===== config.mk =====
export PLATFORM = sky130hd
export DESIGN_NAME = seq_pattern_tx_flat
export DESIGN_NICKNAME = d
export VERILOG_FILES = /design/src/rtl/seq_pattern_tx_if.sv /design/src/rtl/seq_pattern_tx.sv /design/src/flat_wrapper.sv
export SDC_FILE = /design/constraint.sdc
export NUM_CORES = 1
export LEC_CHECK = 0
export ABC_AREA = 1
export CORE_MARGIN = 8
export CORE_UTILIZATION = 45
export DETAILED_ROUTE_END_ITERATION = 16
export PLACE_DENSITY = 0.74
export SETUP_SLACK_MARGIN = 0.1
export SLEW_MARGIN = 20
export SYNTH_ARGS = -nofsm -noshare
export SYNTH_HDL_FRONTEND = slang
export SYNTH_SLANG_ARGS = --single-unit

===== constraint.sdc =====
create_clock -name clk -period 1.3 [get_ports clk]
set_input_delay 0.26 -clock clk [delete_from_list [all_inputs] [get_ports clk]]
set_output_delay 0.26 -clock clk [all_outputs]
set_load 0.005 [all_outputs]

===== src/rtl/seq_pattern_tx_if.sv =====
// Load handshake and serial pattern outputs of seq_pattern_tx.
// The slave side is the transmitter; the master side feeds words.
interface seq_pattern_tx_if #(
    parameter int WIDTH = 8,
    parameter int CNT_W = 4
);
    logic             load_valid;
    logic             load_ready;
    logic [WIDTH-1:0] load_data;
    logic             x;
    logic             x_valid;
    logic             busy;
    logic             done;
    logic [CNT_W-1:0] match_cnt;

    modport slave (
        input  load_valid, load_data,
        output load_ready, x, x_valid,
        output busy, done, match_cnt
    );

    modport master (
        output load_valid, load_data,
        input  load_ready, x, x_valid,
        input  busy, done, match_cnt
    );
endinterface


===== src/rtl/seq_pattern_tx.sv =====
// Bit-serial "101" pattern source: shifts a word out MSB first
// and counts overlapping "101" occurrences in it.
module seq_pattern_tx #(
    parameter int WIDTH = 8,
    parameter int CNT_W = 4
) (
    input logic             clk,
    input logic             rst,
    seq_pattern_tx_if.slave bus
);
    localparam int IW = (WIDTH > 1) ? $clog2(WIDTH) : 1;

    typedef enum logic {IDLE, SHIFT} state_e;

    state_e           state_q, state_d;
    logic [WIDTH-1:0] sh_q, sh_d;
    logic [IW-1:0]    idx_q, idx_d;
    logic             x_q, x_d;
    logic             xv_q, xv_d;
    logic             done_q, done_d;
    logic [CNT_W-1:0] cnt_q, cnt_d;
    logic [1:0]       hist_q, hist_d;

    always_ff @(posedge clk or negedge rst) begin
        if (!rst) begin
            state_q <= IDLE;
            sh_q    <= '0;
            idx_q   <= '0;
            x_q     <= 1'b0;
            xv_q    <= 1'b0;
            done_q  <= 1'b0;
            cnt_q   <= '0;
            hist_q  <= '0;
        end else begin
            state_q <= state_d;
            sh_q    <= sh_d;
            idx_q   <= idx_d;
            x_q     <= x_d;
            xv_q    <= xv_d;
            done_q  <= done_d;
            cnt_q   <= cnt_d;
            hist_q  <= hist_d;
        end
    end

    always_comb begin
        state_d = state_q;
        sh_d    = sh_q;
        idx_d   = idx_q;
        x_d     = 1'b0;
        xv_d    = 1'b0;
        done_d  = 1'b0;
        cnt_d   = cnt_q;
        hist_d  = hist_q;

        // Match on the bit currently on x; the last bit is counted on
        // the edge that raises done, so the count is final there.
        if (xv_q) begin
            hist_d = {hist_q[0], x_q};
            if (hist_q == 2'b10 && x_q && cnt_q != '1)
                cnt_d = cnt_q + CNT_W'(1);
        end

        unique case (state_q)
            IDLE: begin
                if (bus.load_valid) begin
                    sh_d    = bus.load_data << 1;
                    x_d     = bus.load_data[WIDTH-1];
                    xv_d    = 1'b1;
                    idx_d   = IW'(WIDTH - 1);
                    cnt_d   = '0;
                    hist_d  = '0;
                    state_d = SHIFT;
                end
            end
            SHIFT: begin
                if (idx_q == '0) begin
                    done_d  = 1'b1;
                    state_d = IDLE;
                end else begin
                    x_d   = sh_q[WIDTH-1];
                    xv_d  = 1'b1;
                    sh_d  = sh_q << 1;
                    idx_d = idx_q - IW'(1);
                end
            end
            default: state_d = IDLE;
        endcase
    end

    assign bus.load_ready = (state_q == IDLE);
    assign bus.busy       = (state_q == SHIFT);
    assign bus.x          = x_q;
    assign bus.x_valid    = xv_q;
    assign bus.done       = done_q;
    assign bus.match_cnt  = cnt_q;
endmodule


===== src/flat_wrapper.sv =====
// flat-port wrapper written by rule: the top's interface ports become plain ports
module seq_pattern_tx_flat 
#(
    parameter int WIDTH = 8,
    parameter int CNT_W = 4
)
  (clk, rst, bus_load_valid, bus_load_data, bus_load_ready, bus_x, bus_x_valid, bus_busy, bus_done, bus_match_cnt);
  seq_pattern_tx_if #(.WIDTH(WIDTH), .CNT_W(CNT_W)) bus_i ();
  input logic clk;
  input logic rst;
  input wire logic [$bits(bus_i.load_valid)-1:0] bus_load_valid;
  input wire logic [$bits(bus_i.load_data)-1:0] bus_load_data;
  output wire logic [$bits(bus_i.load_ready)-1:0] bus_load_ready;
  output wire logic [$bits(bus_i.x)-1:0] bus_x;
  output wire logic [$bits(bus_i.x_valid)-1:0] bus_x_valid;
  output wire logic [$bits(bus_i.busy)-1:0] bus_busy;
  output wire logic [$bits(bus_i.done)-1:0] bus_done;
  output wire logic [$bits(bus_i.match_cnt)-1:0] bus_match_cnt;
  assign bus_i.load_valid = bus_load_valid;
  assign bus_i.load_data = bus_load_data;
  assign bus_load_ready = bus_i.load_ready;
  assign bus_x = bus_i.x;
  assign bus_x_valid = bus_i.x_valid;
  assign bus_busy = bus_i.busy;
  assign bus_done = bus_i.done;
  assign bus_match_cnt = bus_i.match_cnt;
  seq_pattern_tx #(.WIDTH(WIDTH), .CNT_W(CNT_W)) u_core (.clk(clk), .rst(rst), .bus(bus_i));
endmodule

==> results of run 1 <==
-- cell usage after synthesis --
| library cell | number |
|---|---|
| o21ai_2 | 6 |
| ha_1 | 3 |
| inv_4 | 1 |
| buf_12 | 1 |
| nor2_1 | 6 |
| nand3_1 | 10 |
| nor2_8 | 1 |
| o21a_1 | 1 |
| o31ai_1 | 1 |
| nor2_2 | 1 |
| nand2_1 | 29 |
| a21oi_1 | 3 |
| o21ai_0 | 1 |
| nand2_8 | 1 |
| buf_6 | 2 |
| inv_2 | 4 |
| a21oi_2 | 1 |
| nand4_1 | 2 |
| o21ai_1 | 6 |
| inv_1 | 14 |
| dfrtp_1 | 19 |
| nand2_2 | 4 |
| buf_4 | 1 |
-- state kept, by name, indices dropped and copies added, names as in the netlist --
register and flops:
u_core.bus.x 1, u_core.bus.match_cnt 4, u_core.bus.x_valid 1, u_core.hist_q 2, u_core.bus.done 1, u_core.sh_q 7
u_core.idx_q 3
-- how the worst max path moves through the flow --
stage | slack, ns | endpoint | depth (start not counted) | startpoint
6_report | 0.06 | bus_x_valid | 2 | u_core.bus.x_valid
5_1_grt | 0.02 | bus_load_ready | 3 | u_core.bus.x_valid
4_1_cts | 0.03 | bus_load_ready | 3 | u_core.bus.x_valid
3_5_place_dp | -0.05 | u_core.sh_q[4] | 7 | bus_load_valid
3_3_place_gp | -0.04 | u_core.sh_q[4] | 7 | bus_load_valid
2_1_floorplan | 0.11 | u_core.sh_q[2] | 8 | u_core.idx_q[0]
-- layout by cell type, fill, tap and decap left out, drive strengths merged, types with 4 or more instances in the layout --
cell type / synthesis / routed
nand2: 34 / 35
inv: 19 / 19
dfrtp: 19 / 19
clkdlybuf4s50: 0 / 10
a21oi: 4 / 4
nor2: 8 / 8
buf: 4 / 19
nand3: 10 / 10
clkbuf: 0 / 5
o21ai: 13 / 13
-- worst reg2reg max path: stages (launching register included) --
cell	delay [ns]
dfrtp_1	0.39
buf_6	0.12
buf_6	0.16
nand2_2	0.09
nor2_4	0.14
nand3_1	0.08
nand2_1	0.06
nand2_1	0.05
-- power by group through the flow --
stage / Clock, mW / Sequential, mW / Combinational, mW
after floorplan: 0 / 0.937 / 1.07
after global placement: 0 / 0.954 / 1.34
after detailed placement: 0 / 0.965 / 1.39
after CTS: 0.313 / 0.931 / 1.55
after global routing: 0.337 / 0.969 / 1.88
final: 0.304 / 0.948 / 1.69
-- routing by layer --
metal | global-route usage [%] | share of wire, % | vias to the layer above | routed length [um]
li1 | - | - | 445 | -
met1 | 12.5 | 45 | 410 | 996
met2 | 20.6 | 49 | 18 | 1080
met3 | 4.01 | 5.6 | 2 | 125
met4 | 4.18 | 0.77 | 0 | 17
met5 | 0 | 0 | - | 0
-- logic make-up after synthesis --
kind of cell | Yosys count
and+or+nand+nor | 54
AOI/OAI and AO/OA | 19
DFF | 19
adders and majority gates | 3
buffers and inverters | 23
-- stage by stage --
step,setup WS [ns],std cells,util (%),area (um^2)
after floorplan,0.112,118,-,1030
after global placement,-0.0359,168,57.6,1260
after detailed placement,-0.0507,168,57.6,1260
after CTS,0.0341,179,62.1,1360
after global routing,0.0204,181,64.6,1420
final,0.0576,181,64.6,1420
-- area by class of cell --
class                      count  area share [%]
sequential                    19            33.7
tap                           28            2.47
timing repair buffer          34            20.7
clock buffer                   3            1.59
clock inverter                 1           0.353
inverter                      19            5.57
multi-input combinational     77            35.7
-- repair_timing --
item                                    CTS  global route
pin swaps                                 3             3
setup buffers                             6             2
cloned                                    1             0
resized for setup                        34            16
endpoints found under the setup margin   17            19
==> metrics.md, run 1 <==
| Metric | Value |
|---|---|
| CTS Buffer Depth | `2` |
| Simple-gate share of the synthesized area | `25.8%` |
| Final hold slack | `0.274 ns` |
| Synth Area in Compound Gates | `12.3%` |
| Average wire per standard cell | `12.3 um` |
| Final #Nets | `168` |
| Post-Synth Adder-Cell Area | `3.65%` |
| Vias | `875` |
| Clock root buffer | `clkbuf_4` |
| Number of synthesized register bits | `19` |
| Setup slack, reg-to-reg | `0.09 ns` |
| Fillers | `191` |
| WP data arrival | `0.98 ns` |
| Mapped cell area | `0.00103 mm^2` |
| Post-synthesis xor/xnor area fraction | `0%` |
| Startpoint Class | `register` |
| Crit-path slowest cell | `dfrtp_1` |
| Largest net degree at the start of global routing | `20` |
| Diode count | `0` |
| Clock share of power | `10.4%` |
| Synth Area per Inst | `8.72 um^2` |
| Area delta synth->final | `37.7%` |
| Initial antenna violation count | `0` |
| Post-Route Setup TNS | `0 ns` |
| CTS sink cnt | `19` |
| Ys Warns | `0` |
| CP Capture Type | `output pin` |
| Row count | `17` |
| Layout cell share with drive strength beyond 1 | `36.6%` |
| Flop pwr share | `32.3%` |
| Hold Vio Cnt, Final | `0` |
| Synth unique cells | `23` |
| Comb power frac | `57.4%` |
| Multi-input gate area | `505 um^2` |
| Storage cell area | `477 um^2` |
| Fmax | `805 MHz` |
| Starting Density | `46.9%` |
| CTS tree | `done` |
| Final setup vio count | `0` |
| Worst stage delay on the critical path | `0.41 ns` |
| Die Ht | `63.8 um` |
| Slew Limit Fails | `0` |
| Dominant cell type by area after synthesis | `dfrtp_1` |
| Period utilisation layout | `95.6%` |
| Sw frac | `42.7%` |
| Slew @ Worst Pin | `0.249 ns` |
| IO Port Bufs | `19` |
| Global route total overflow | `0` |
| Number of CTS-inserted buffers | `3` |
| Synth Net Count | `132` |
| Leakage dissipation | `0.674 nW` |
| Switching pwr | `1.25 mW` |
| Fin crit period | `1.24 ns` |
| Crit path kind | `register to output pin` |
| Top cells by area, synth | `dfrtp_1 (46%), nand2_1 (11%), inv_1 (5.1%)` |
| Capturing point of the worst reg2reg path | `u_core.bus.match_cnt[3]` |
| Required time of the critical path | `1.04 ns` |
| Unrepaired setup endpoints after global routing | `yes` |
| CTS hold repair buffers | `0` |
| Die Wd | `63.8 um` |
| Worst-path maximum fanout | `2` |
| CP top delay family | `flip-flops` |
| Placeable core area | `0.00219 mm^2` |
| Skew final | `0.0171 ns` |
| Clk Latency, worst-skew pair | `0.31 ns` |
| Worst-path clk slew | `0.12 ns` |
| Reg2reg start | `u_core.bus.x_valid` |
| H-tree levels | `1` |
| Largest family of logic cells by synthesized area | `simple AND/OR/NAND/NOR gates` |
| Max-cap viol count | `0` |
| Detailed-route DRC error count | `0` |
| Synth top area share | `46.2%` |
| Routed wire length | `2.22 mm` |
| WP buf/inv | `2` |
| Initial drt markers | `22` |
| Total GRT Usage | `11.6%` |
| Slew margin rel. | `83.4%` |
| Status | `finished clean` |
| Pre-antenna DRT Iters | `4` |
| Num ports | `20` |
| Global-route wire length before repair | `3.84 mm` |
| Internal | `1.69 mW` |
| Vias in the first global route | `875` |
| Peak supply drop | `1.50 mV` |
| Multiplexer share of the synthesized area | `0%` |
| Seq/Total Area, Yosys | `46.2%` |
| Final total power | `2.94 mW` |
| Post-Synthesis Cells | `118` |
| Routed Antenna Nets | `0` |
| Crit path cell chain | `buf_4 > buf_2` |
| DP Wirelength | `1.60 mm` |
| DIE AREA | `0.00407 mm^2` |
| R2R cell count | `7` |
| HP Class | `input port to asynchronous set/reset pin` |
| PD cells | `2080 mW/mm^2` |
| Vias per cell | `4.83` |
| Final GP Congestion | `0.711` |
Note: power is estimated with default switching activity, not from simulation.
==> inputs of run 2 (changes only) <==
Settings changed: CORE_UTILIZATION 45 to 50, PLACE_DENSITY 0.74 to 0.77.
Clock period 1.3 ns to 1.24 ns, I/O delays scaled along.
==> metrics.md, run 2 (synthesis gave the netlist of run 1 again) <==
| Metric | Value |
|---|---|
| Slew Limit Fails | `0 (unchanged)` |
| Global route total overflow | `0 (unchanged)` |
| Storage cell area | `475 um^2 (was 477 um^2)` |
| Worst-path clk slew | `0.12 ns (about the same)` |
| H-tree levels | `1 (unchanged)` |
| Internal | `1.89 mW (was 1.69 mW)` |
| Hold Vio Cnt, Final | `0 (unchanged)` |
| Flop pwr share | `29.7% (was 32.3%)` |
| Area delta synth->final | `43.9% (was 37.7%)` |
| Place WS | `-0.112 ns (was -0.0507 ns)` |
| Startpoint Class | `register (unchanged)` |
| Initial drt markers | `24 (was 22)` |
| Period utilisation layout | `102%` |
| Clock root buffer | `clkbuf_4 (unchanged)` |
| Initial antenna violation count | `0 (unchanged)` |
| Met3 Use GR | `3.34% (was 4.01%)` |
| Fillers | `135 (was 191)` |
| Fmax | `791 MHz` |
| Unrepaired setup endpoints after global routing | `yes (unchanged)` |
| Most frequent cells in the layout | `nand2_1 (26), dfrtp_1 (19), buf_4 (18) (was nand2_1 (25), dfrtp_1 (18), buf_4 (13))` |
| CTS tree | `done (unchanged)` |
| Crit path kind | `register to register (was register to output pin)` |
| CTS sink cnt | `19 (unchanged)` |
| DIE AREA | `0.00376 mm^2 (was 0.00407 mm^2)` |
| Final GP Congestion | `0.763 (was 0.711)` |
| Met2 usage | `27.9% (was 20.6%)` |
| Largest Register | `u_core.sh_q (unchanged)` |
| Status | `finished with violations (was finished clean)` |
| Total GRT Usage | `15.0% (was 11.6%)` |
| Final #Nets | `176 (was 168)` |
| Most used cell along the critical path | `buf_8` |
| Final total power | `3.31 mW (was 2.94 mW)` |
| IO Port Bufs | `19 (unchanged)` |
| WP data arrival | `1.46 ns (was 0.98 ns)` |
| Routed wire length | `2.66 mm (was 2.22 mm)` |
| Routed Antenna Nets | `0 (unchanged)` |
| Leakage dissipation | `0.730 nW (was 0.674 nW)` |
| Skew final | `0.0113 ns (was 0.0171 ns)` |
| Number of flip-flops under the largest register name | `7 (unchanged)` |
| Setup slack, reg-to-reg | `-0.02 ns (was 0.09 ns)` |
| Global-route wire length before repair | `4.16 mm (was 3.84 mm)` |
| Switching pwr | `1.41 mW (was 1.25 mW)` |
| Clock share of power | `10.0% (was 10.4%)` |
| Slew @ Worst Pin | `0.242 ns (was 0.249 ns)` |
| Worst stage delay on the critical path | `0.42 ns (was 0.41 ns)` |
| Comb power frac | `60.3% (was 57.4%)` |
| Vias per cell | `4.91 (was 4.83)` |
| Pre-antenna DRT Iters | `4 (unchanged)` |
| Peak supply drop | `1.47 mV (was 1.50 mV)` |
| Slew margin rel. | `83.8% (was 83.4%)` |
| Sw frac | `42.8% (was 42.7%)` |
| Crit-path slowest cell | `dfrtp_1 (unchanged)` |
| CP Capture Type | `register (was output pin)` |
| Crit path cell chain | `buf_4 > buf_8 > nor2_8 > inv_6 > nand2_8 > buf_8 > o21ai_2 (was buf_4 > buf_2)` |
| Final worst setup slack | `-0.0239 ns (was 0.0576 ns)` |
| Met1 Resource Use GR | `16.5% (was 12.5%)` |
| Starting Density | `53.0% (was 46.9%)` |
| Detailed-route DRC error count | `0 (unchanged)` |
| Commonest non-fill, non-tap cell in the layout | `nand2_1 (unchanged)` |
| Fin crit period | `1.26 ns` |
| Max-cap viol count | `0 (unchanged)` |
| DP Wirelength | `1.63 mm (was 1.60 mm)` |
| Post-Route Setup TNS | `-0.121 ns (was 0 ns)` |
| Die Wd | `61.4 um (was 63.8 um)` |
| Final setup vio count | `10 (was 0)` |
| Num ports | `20 (unchanged)` |
| Clk Latency, worst-skew pair | `0.31 ns (about the same)` |
| Vias | `923 (was 875)` |
| Placeable core area | `0.00194 mm^2 (was 0.00219 mm^2)` |
| Failing checks | `setup timing` |
| Worst-path maximum fanout | `7 (was 2)` |
| Diode count | `0 (unchanged)` |
| Largest net degree at the start of global routing | `20 (unchanged)` |
| Die Ht | `61.4 um (was 63.8 um)` |
| CTS Buffer Depth | `2 (unchanged)` |
| Row count | `16 (was 17)` |
| PD cells | `2230 mW/mm^2 (was 2080 mW/mm^2)` |
| Layout cell share with drive strength beyond 1 | `40.4% (was 36.6%)` |
| HP Class | `input port to asynchronous set/reset pin (unchanged)` |
| Average wire per standard cell | `14.1 um (was 12.3 um)` |
| GRT Max-Usage Layer | `met2 (unchanged)` |
| Number of CTS-inserted buffers | `3 (unchanged)` |
| Vias in the first global route | `946 (was 875)` |
| Required time of the critical path | `1.44 ns (was 1.04 ns)` |
| CTS hold repair buffers | `0 (unchanged)` |
| Multi-input gate area | `510 um^2 (was 505 um^2)` |
run 2: what timing repair did:
item	in CTS	in global routing
pin swaps	8	7
resized for setup	43	8
endpoints found under the hold margin	0	0
buffers inserted	14	1
endpoints found under the setup margin	19	21
cloned	1	0
run 2: path summary, 6_finish.rpt:
check,startpoint,cells past startpoint,end
setup / recovery,u_core.bus.x_valid,7,u_core.sh_q[6]
hold / removal,rst,2,u_core.hist_q[0]
setup reg to reg,u_core.bus.x_valid,7,u_core.sh_q[6]
hold reg to reg,u_core.idx_q[1],2,u_core.idx_q[1]
max in group asynchronous,rst,2,u_core.idx_q[0]
min in group clk,bus_load_data[0],3,u_core.sh_q[1]
run 2: stage by stage:
stage	hold WS (ns)	utilization (%)	cell area [um^2]	cells
2_1_floorplan	-0.0476	-	1060	118
3_3_place_gp	0.504	66.6	1290	168
3_5_place_dp	0.507	66.6	1290	168
4_1_cts	0.293	75.0	1460	187
5_1_grt	0.291	76.2	1480	188
6_report	0.277	76.2	1480	188
run 2: layout make-up:
type | count | share of cell area [%]
flip-flops and latches | 19 | 32.1
multi-input cells | 77 | 34.5
clock inverters | 1 | 0.338
repair buffers | 42 | 23.9
well taps | 27 | 2.28
inverters | 19 | 5.33
clock buffers | 3 | 1.52
run 2: critical path: cells and delay by family (launching register included):
family                 cells  cell delay [ns]
AND/OR/NAND/NOR            2             0.19
flip-flops                 1             0.42
AO/OA/AOI/OAI              1             0.06
buffers and inverters      4             0.48
run 2: power by group through the flow:
stage	Combinational (mW)	Clock [mW]	Sequential [mW]
after floorplan	1.20	0	0.989
after global placement	1.48	0	1.00
after detailed placement	1.54	0	1.01
after CTS	1.91	0.329	0.974
after global routing	2.16	0.359	1.00
final	1.99	0.329	0.982
run 2: routing by layer:
metal / part of all wire (%) / vias up / routed length (um)
li1: - / 456 / -
met1: 40 / 435 / 1080
met2: 53 / 28 / 1400
met3: 5.2 / 4 / 138
met4: 1.5 / 0 / 40
met5: 0 / - / 0
==> inputs of run 3 (changes only) <==
Settings changed: CORE_UTILIZATION 50 to 45, PLACE_DENSITY 0.77 to 0.74, SKIP_LAST_GASP set to 1.
Clock period 1.24 ns to 1.13 ns, I/O delays scaled along.
==> metrics.md, run 3 (synthesis gave the netlist of run 1 again) <==
| Metric | Value |
|---|---|
| Diode count | `0 (unchanged)` |
| R2R cell count | `7 (unchanged)` |
| Initial antenna violation count | `0 (unchanged)` |
| Capturing point of the worst reg2reg path | `u_core.bus.match_cnt[3] (was u_core.sh_q[6])` |
| Hold Vio Cnt, Final | `0 (unchanged)` |
| Number of flip-flops under the largest register name | `7 (unchanged)` |
| Global route total overflow | `0 (unchanged)` |
| Final hold slack | `0.254 ns (was 0.277 ns)` |
| Vias per cell | `4.88 (was 4.91)` |
| Leakage dissipation | `0.732 nW (was 0.730 nW)` |
| Num ports | `20 (unchanged)` |
| Vias | `913 (was 923)` |
| CP Capture Type | `output pin (was register)` |
| Fmax | `824 MHz` |
| Fin crit period | `1.21 ns` |
| Slew @ Worst Pin | `0.258 ns (was 0.242 ns)` |
| Die Wd | `63.8 um (was 61.4 um)` |
| Period utilisation layout | `107%` |
| Cells after DPL | `175 (was 168)` |
| Routed Antenna Nets | `0 (unchanged)` |
| Clock root buffer | `clkbuf_4 (unchanged)` |
| WP data arrival | `0.99 ns (was 1.46 ns)` |
| Peak supply drop | `1.52 mV (was 1.47 mV)` |
| Placeable core area | `0.00219 mm^2 (was 0.00194 mm^2)` |
| Failing checks | `setup timing (unchanged)` |
| Largest net degree at the start of global routing | `20 (unchanged)` |
| Die Ht | `63.8 um (was 61.4 um)` |
| Slew Limit Fails | `0 (unchanged)` |
| Status | `finished with violations (unchanged)` |
| HP Class | `input port to asynchronous set/reset pin (unchanged)` |
| Layout cell share with drive strength beyond 1 | `39.0% (was 40.4%)` |
| Reg2reg start | `u_core.bus.x_valid (unchanged)` |
| Clk Latency, worst-skew pair | `0.30 ns (was 0.31 ns)` |
| Fillers | `166 (was 135)` |
| Area delta synth->final | `46.7% (was 43.9%)` |
| DP Wirelength | `1.66 mm (was 1.63 mm)` |
| Global-route wire length before repair | `3.93 mm (was 4.16 mm)` |
| Slew margin rel. | `82.8% (was 83.8%)` |
| Final #Nets | `174 (was 176)` |
| Post-Route Setup TNS | `-0.671 ns (was -0.121 ns)` |
| Crit path kind | `register to output pin (was register to register)` |
| Average wire per standard cell | `13.2 um (was 14.1 um)` |
| Detailed-route DRC error count | `0 (unchanged)` |
| Routed wire length | `2.48 mm (was 2.66 mm)` |
| Vias in the first global route | `918 (was 946)` |
| Total GRT Usage | `11.7% (was 15.0%)` |
| Most frequent cells in the layout | `nand2_1 (27), dfrtp_1 (19), buf_4 (14) (was nand2_1 (26), dfrtp_1 (19), buf_4 (18))` |
| Final worst setup slack | `-0.0841 ns (was -0.0239 ns)` |
| Skew final | `0.00439 ns (was 0.0113 ns)` |
| PD cells | `2350 mW/mm^2 (was 2230 mW/mm^2)` |
| Unrepaired setup endpoints after global routing | `yes (unchanged)` |
| Initial drt markers | `20 (was 24)` |
| Largest Register | `u_core.sh_q (unchanged)` |
| Worst-path clk slew | `0.11 ns (was 0.12 ns)` |
| Number of CTS-inserted buffers | `3 (unchanged)` |
| Starting Density | `46.9% (was 53.0%)` |
| Required time of the critical path | `0.90 ns (was 1.44 ns)` |
| CTS sink cnt | `19 (unchanged)` |
| IO Port Bufs | `19 (unchanged)` |
| CTS Buffer Depth | `2 (unchanged)` |
| Place WS | `-0.242 ns (was -0.112 ns)` |
| Final setup vio count | `16 (was 10)` |
| CTS tree | `done (unchanged)` |
| Commonest non-fill, non-tap cell in the layout | `nand2_1 (unchanged)` |
| Pre-antenna DRT Iters | `4 (unchanged)` |
| Final GP Congestion | `0.800 (was 0.763)` |
| Worst-path maximum fanout | `3 (was 7)` |
| DIE AREA | `0.00407 mm^2 (was 0.00376 mm^2)` |
| Cell Count, Final, Fillers Out | `187 (was 188)` |
| Max-cap viol count | `0 (unchanged)` |
| Startpoint Class | `register (unchanged)` |
| H-tree levels | `1 (unchanged)` |
| Row count | `17 (was 16)` |
| Setup slack, reg-to-reg | `-0.05 ns (was -0.02 ns)` |
==> run 3: changes by cell type in the layout (fill, tap and decap cells not counted), sizes merged <==
cell,change
buf,-2
clkinv,-1
dlygate4sd2,+1
==> run 3: critical path, cell delays in order, from the launching register on <==
cell and delay, ns:
dfrtp_1 0.41, buf_6 0.13, inv_2 0.06, buf_6 0.09
==> run 3: power by group <==
group          switching (mW)  internal [mW]
Combinational            1.15          0.965
Sequential              0.134          0.946
Clock                   0.215          0.138
Total                    1.50           2.05
==> run 3: worst max-delay path by stage <==
| stage | startpoint | endpoint | slack, ns | cells after the start |
|---|---|---|---|---|
| after floorplan | u_core.idx_q[1] | u_core.sh_q[2] | -0.003 | 8 |
| after global placement | bus_load_valid | u_core.sh_q[4] | -0.22 | 7 |
| after detailed placement | bus_load_valid | u_core.sh_q[4] | -0.24 | 7 |
| after CTS | u_core.bus.x_valid | bus_load_ready | -0.09 | 3 |
| after global routing | u_core.bus.x_valid | bus_load_ready | -0.14 | 3 |
| final | u_core.bus.x_valid | bus_load_ready | -0.08 | 3 |
==> run 3: timing repair <==
item                       in CTS  in global routing
cloned                          1                  0
pin swaps                       5                  4
setup buffers                   5                  2
setup endpoints to repair      24                 26
resized for setup              39                  9
hold buffers                    0                  0
==> run 3: final cells by class <==
cell class | instances | area, um^2 | share of cell area [%]
Multi-Input combinational cell | 77 | 541 | 35.8
Inverter | 19 | 76.3 | 5.06
Sequential cell | 19 | 475 | 31.5
Tap cell | 28 | 35.0 | 2.32
Timing Repair Buffer | 40 | 355 | 23.5
Clock buffer | 4 | 26.3 | 1.74
==> run 3: metal layers <==
layer	share of wire, %	GRT usage [%]	vias up
met3	5.0	3.83	4
met5	0	0	-
met1	42	13.0	427
met4	1.8	3.34	0
li1	-	-	458
met2	52	20.8	24
==> run 3: through the flow <==
stage          utilization (%)  area [um^2]  power [mW]
2_1_floorplan                -         1070        2.41
3_3_place_gp              62.4         1370        2.86
3_5_place_dp              62.4         1370        2.91
4_1_cts                   66.1         1450        3.39
5_1_grt                   68.9         1510        3.82
6_report                  68.9         1510        3.55
